===== src/rtl/serial_adder_pkg.sv =====
// Shared types and constants for the bit-serial adder.
// FSM state encoding and default operand width.
package serial_adder_pkg;

  localparam int DEFAULT_WIDTH = 8;

  typedef enum logic [1:0] {
    ST_IDLE = 2'd0,
    ST_RUN  = 2'd1,
    ST_DONE = 2'd2
  } state_t;

endpackage


===== src/rtl/serial_adder_fa_cell.sv =====
// Full-adder cell: two half-adder stages whose carries are ORed.
// Purely combinational; one instance per serial adder.
module fa_cell (
  input  logic x,
  input  logic y,
  input  logic ci,
  output logic s,
  output logic co
);

  logic s1;
  logic c1;
  logic c2;

  assign s1 = x ^ y;
  assign c1 = x & y;
  assign s  = s1 ^ ci;
  assign c2 = s1 & ci;
  assign co = c1 | c2;

endmodule


===== src/rtl/serial_adder.sv =====
// Bit-serial WIDTH-bit adder with start/done valid-ready handshakes.
// Define SERIAL_ADDER_OVF_EN to add the signed-overflow output ovf.
module serial_adder
  import serial_adder_pkg::*;
#(
  parameter int WIDTH = DEFAULT_WIDTH
) (
  input  logic             clk,
  input  logic             rst_n,
  input  logic             start_valid,
  output logic             start_ready,
  input  logic [WIDTH-1:0] a_in,
  input  logic [WIDTH-1:0] b_in,
  input  logic             cin,
  output logic [WIDTH-1:0] sum_out,
  output logic             cout,
  output logic             done_valid,
  input  logic             done_ready,
  output logic             busy
`ifdef SERIAL_ADDER_OVF_EN
  ,
  output logic             ovf
`endif
);

  localparam int CW = $clog2(WIDTH) + 1;
  localparam logic [CW-1:0] LAST = CW'(WIDTH - 1);

  state_t           state;
  logic [WIDTH-1:0] a_sh;
  logic [WIDTH-1:0] b_sh;
  logic [WIDTH-1:0] sum_sh;
  logic             carry;
  logic [CW-1:0]    cnt;
  logic             bit_s;
  logic             bit_co;

  fa_cell u_fa (
    .x  (a_sh[0]),
    .y  (b_sh[0]),
    .ci (carry),
    .s  (bit_s),
    .co (bit_co)
  );

  // Shift registers and carry hold still in DONE, freezing the result.
  assign sum_out     = sum_sh;
  assign cout        = carry;
  assign start_ready = rst_n && (state == ST_IDLE);

  always_ff @(posedge clk or negedge rst_n) begin
    if (!rst_n) begin
      state      <= ST_IDLE;
      a_sh       <= '0;
      b_sh       <= '0;
      sum_sh     <= '0;
      carry      <= 1'b0;
      cnt        <= '0;
      done_valid <= 1'b0;
      busy       <= 1'b0;
`ifdef SERIAL_ADDER_OVF_EN
      ovf        <= 1'b0;
`endif
    end else begin
      unique case (state)
        ST_IDLE: begin
          if (start_valid) begin
            a_sh  <= a_in;
            b_sh  <= b_in;
            carry <= cin;
            cnt   <= '0;
            busy  <= 1'b1;
            state <= ST_RUN;
          end
        end
        ST_RUN: begin
          a_sh   <= a_sh >> 1;
          b_sh   <= b_sh >> 1;
          sum_sh <= {bit_s, sum_sh[WIDTH-1:1]};
          carry  <= bit_co;
          cnt    <= cnt + 1'b1;
          if (cnt == LAST) begin
            done_valid <= 1'b1;
            state      <= ST_DONE;
`ifdef SERIAL_ADDER_OVF_EN
            // carry still holds the carry into the MSB here
            ovf        <= carry ^ bit_co;
`endif
          end
        end
        ST_DONE: begin
          if (done_ready) begin
            done_valid <= 1'b0;
            busy       <= 1'b0;
            state      <= ST_IDLE;
          end
        end
        default: begin
          done_valid <= 1'b0;
          busy       <= 1'b0;
          state      <= ST_IDLE;
        end
      endcase
    end
  end

endmodule


===== config.mk =====
export PLATFORM = sky130hd
export DESIGN_NAME = serial_adder
export DESIGN_NICKNAME = d
export VERILOG_FILES = /design/src/rtl/serial_adder_pkg.sv /design/src/rtl/serial_adder_fa_cell.sv /design/src/rtl/serial_adder.sv
export SDC_FILE = /design/constraint.sdc
export NUM_CORES = 1
export LEC_CHECK = 0
export ABC_AREA = 1
export CORE_ASPECT_RATIO = 1.25
export CORE_UTILIZATION = 50
export DETAILED_ROUTE_END_ITERATION = 7
export PLACE_DENSITY = 0.89
export SLEW_MARGIN = 20
export SYNTH_ARGS = -nofsm -noshare
export SYNTH_HDL_FRONTEND = slang
export SYNTH_SLANG_ARGS = --single-unit

===== constraint.sdc =====
create_clock -name clk -period 1.5 [get_ports clk]
set_input_delay 0.3 -clock clk [delete_from_list [all_inputs] [get_ports clk]]
set_output_delay 0.3 -clock clk [all_outputs]
set_load 0.005 [all_outputs]

==> PnR_summary.wiki <==
{| class="wikitable"
! Metric !! Value
|-
| Minimum hold slack || 398 ps
|-
| Post-Syn Nets || 198
|-
| Commonest cells in the synthesized netlist || 58 x nand2_1, 41 x nand3_1, 33 x dfrtp_1, 9 x inv_1
|-
| # fillers || 225
|-
| Unrepaired setup endpoints after global routing || no
|-
| Slew at the pin closest to its max-slew limit || roughly 420 ps
|-
| Final design utilization || 68.7%
|-
| Area share of the largest cell type after synthesis || 53.4%
|-
| Warning count from the yosys run || 0
|-
| Crit Path Class || flop to primary output
|-
| Switching share of power || 38.3%
|-
| Via count of the first global-routing pass || around 1,300
|-
| Most used flip-flop cell after synthesis || dfrtp_1
|-
| Total count of hold-check failures in the final report || 0
|-
| Final setup margin || 131 ps
|-
| Result of the run || completed
|-
| Instance count after placement with tap cells included || 242
|-
| Number of synthesized flops with an enable pin || 0
|-
| Number of antenna violations at the first check in global routing || 0
|-
| Number of buffers added by the clock tree synthesis step || 5
|-
| Count of nets after finishing || 245
|-
| Starting utilization of the core area || between 50% and 60%
|-
| Met1 routed wirelength after detailed routing || 1.31 mm
|-
| Total congestion overflow || 0
|-
| Clock Tree Buf Depth || 2
|-
| Core Rows || 22
|-
| Seq pwr share || just over 40%
|-
| Vias per Instance || 5.21
|-
| Uppermost metal layer occupied by signal nets || met4
|-
| DR pass1 iterations || 4
|-
| CP startpoint || state[0]
|-
| Synthesized instance count || 175
|-
| Total DRC errors in the routed layout || 0
|-
| Number of maximum-capacitance violations || 0
|-
| Area of the placeable core || 2950 um^2
|-
| Global-route wire length before repair || 5.69 mm
|-
| Sinks on Clock Net || 33
|-
| Routability Congestion || 0.821
|-
| Total length of routed met3 wires || 134 um
|-
| Biggest area contributors in the synthesized netlist || dfrtp_1 53%, nand2_1 14%, nand3_1 13%, inv_1 2.2%, buf_6 2.2%
|-
| Count of different cell masters after synthesis || 23
|-
| Slew headroom || between 70 and 80%
|-
| CTS tree || built
|-
| Cell taking the most area after synthesis || dfrtp_1
|-
| Fraction of final layout cells with drive strength greater than 1 || between 15 and 20%
|-
| Avg Cell Area, Syn || slightly below 9 um^2
|-
| Async set or reset register ratio after synthesis || between 90% and 100%
|-
| Die area || 3320 um^2
|-
| Overall power after layout || 3.64 mW
|-
| Max Freq || 0.730 GHz
|-
| Clock root buffer || clkbuf_4
|-
| Largest vdd supply drop || between 1 and 1.5 mV
|-
| Worst setup EP type || primary output
|-
| Area Growth Syn to Fin || 30.9%
|-
| Per-cell routed wire length || approximately 13 um
|-
| Latest clock arrival within the worst-skew pair || 340 ps
|-
| CP Data Required Time || 1200 ps
|-
| Type of the worst min-delay path || input port to async pin
|-
| Crit path launch type || flop
|-
| Number of slew-limit violations in the final report || 0
|-
| Port Buffers || 32
|-
| Sequential fraction of the synthesis area || 53.4%
|-
| P_leak || 1.05 nW
|-
| Maximum number of pins on one net before global-route repair || 34
|-
| All-Layer GR Usage || about a quarter
|-
| H-tree Lvls || 2
|-
| Cell internal power dissipation || 2.25 mW
|-
| Critical Path Fanout Max || 2
|-
| Clk_skew || 4.76 ps
|-
| # IOs || 33
|-
| Total setup violations reported at the end of the flow || 0
|-
| Total standard cell area after synthesis || 1550 um^2
|-
| Final critical-path share of the clock period || 91.3%
|-
| Detail Route met2 WL || 1.78 mm
|-
| Area after DPL || 1900 um^2
|-
| Drt first-iter violations || 35
|-
| Combinational cell fraction of total power || a little over two fifths
|-
| Final instance area || 2020 um^2
|-
| Ratio of total power to cell area || ~1800 nW/um^2
|-
| Total Routed Length || ~3.3 mm
|-
| Post-CTS clock slew at the launch and capture registers of the worst setup and hold paths || 100 ps
|-
| Total inserted antenna cells || 0
|-
| Setup total negative slack || 0 ps
|-
| Remaining antenna violation count || 0
|-
| Count of state elements after synthesis || 33
|-
| Die width || 51.7 um
|-
| Post-DP HPWL || 2.12 mm
|-
| Most frequent cell after synthesis || nand2_1
|-
| Die height || around 64 um
|-
| Post-route non-filler standard cell count || 259
|-
| Switching pwr || 1.40 mW
|-
| Clock network fraction of design power || between 10% and 20%
|-
| Number of vias after detailed routing || about 1,300
|-
| Launch point of the worst reg-to-reg path || state[1]
|-
| Endpoint arrival time on the critical path || 1070 ps
|-
| Final Critical Period || roughly 1400 ps
|-
| Post-placement worst setup slack || -216 ps
|}
==> final timing paths <==
path	end	slack, ps	depth (start not counted)
worst max-delay path	start_ready	130	4
worst min-delay path	cnt[3]	400	2
worst max register to register	cout	240	7
worst min register to register	sum_out[0]	480	2
max in group asynchronous	a_sh[2]	810	2
min in group clk	b_sh[7]	480	3
==> critical path, cell delays in order, from the launching register on <==
cell and delay (ps):
dfrtp_1 410, inv_2 80, nand2_2 50, nor2_1 80
clkbuf_2 120
==> placed cells by master, fill, tap and decap left out, types with 2 or more instances in the layout <==
| master | n |
|---|---|
| nand2_1 | 58 |
| inv_2 | 3 |
| nor2_1 | 4 |
| dlymetal6s2s_1 | 2 |
| nand3_1 | 41 |
| dfrtp_1 | 33 |
| o21ai_2 | 3 |
| clkdlybuf4s50_1 | 20 |
| clkbuf_4 | 5 |
| dlygate4sd2_1 | 9 |
| inv_1 | 8 |
| clkbuf_8 | 2 |
| buf_4 | 15 |
| o21ai_1 | 3 |
| o21ai_0 | 3 |
==> flip-flops by register name (all words and copies together) (netlist names) <==
signal,flops
cnt,4
cout,1
state,2
busy,1
b_sh,8
a_sh,8
done_valid,1
sum_out,8
==> timing repair <==
item                       in CTS  in global routing
gates resized for setup        10                  5
cloned                          0                  0
hold endpoints to repair        0                  0
setup endpoints to repair      11                  3
hold buffers                    0                  0
setup buffers                   8                  1
==> final cells by class <==
| cell class | count | area [um^2] | area share [%] |
|---|---|---|---|
| well taps | 36 | 45.0 | 2.23 |
| inverters | 12 | 50.0 | 2.47 |
| clock buffers | 7 | 65.1 | 3.22 |
| clock inverters | 1 | 5.00 | 0.247 |
| multi-input cells | 122 | 591 | 29.2 |
| repair buffers | 48 | 442 | 21.8 |
| flip-flops and latches | 33 | 826 | 40.8 |
==> power by group through the flow <==
stage	clock network (mW)	registers [mW]	logic (mW)
global route	0.638	1.52	1.83
floorplan	0	1.49	1.06
CTS	0.587	1.47	1.62
detailed placement	0	1.52	1.54
finish	0.571	1.47	1.60
global placement	0	1.49	1.47
==> per-layer routing <==
layer / track usage (%) / vias up
li1: - / 664
met3: 8.57 / 7
met1: 28.2 / 647
met2: 40.3 / 31
met4: 8.11 / 0
met5: 0 / -
==> cell families after synthesis <==
logic type / Yosys count / share of synthesized area (%)
compound gates: 11 / 4.45
xor+xnor: 1 / 0.567
fa+ha+maj: 2 / 2.11
buf+inv: 20 / 8.34
flops: 33 / 53.4
simple gates: 108 / 31.1
(Power assumes the default switching activity.)
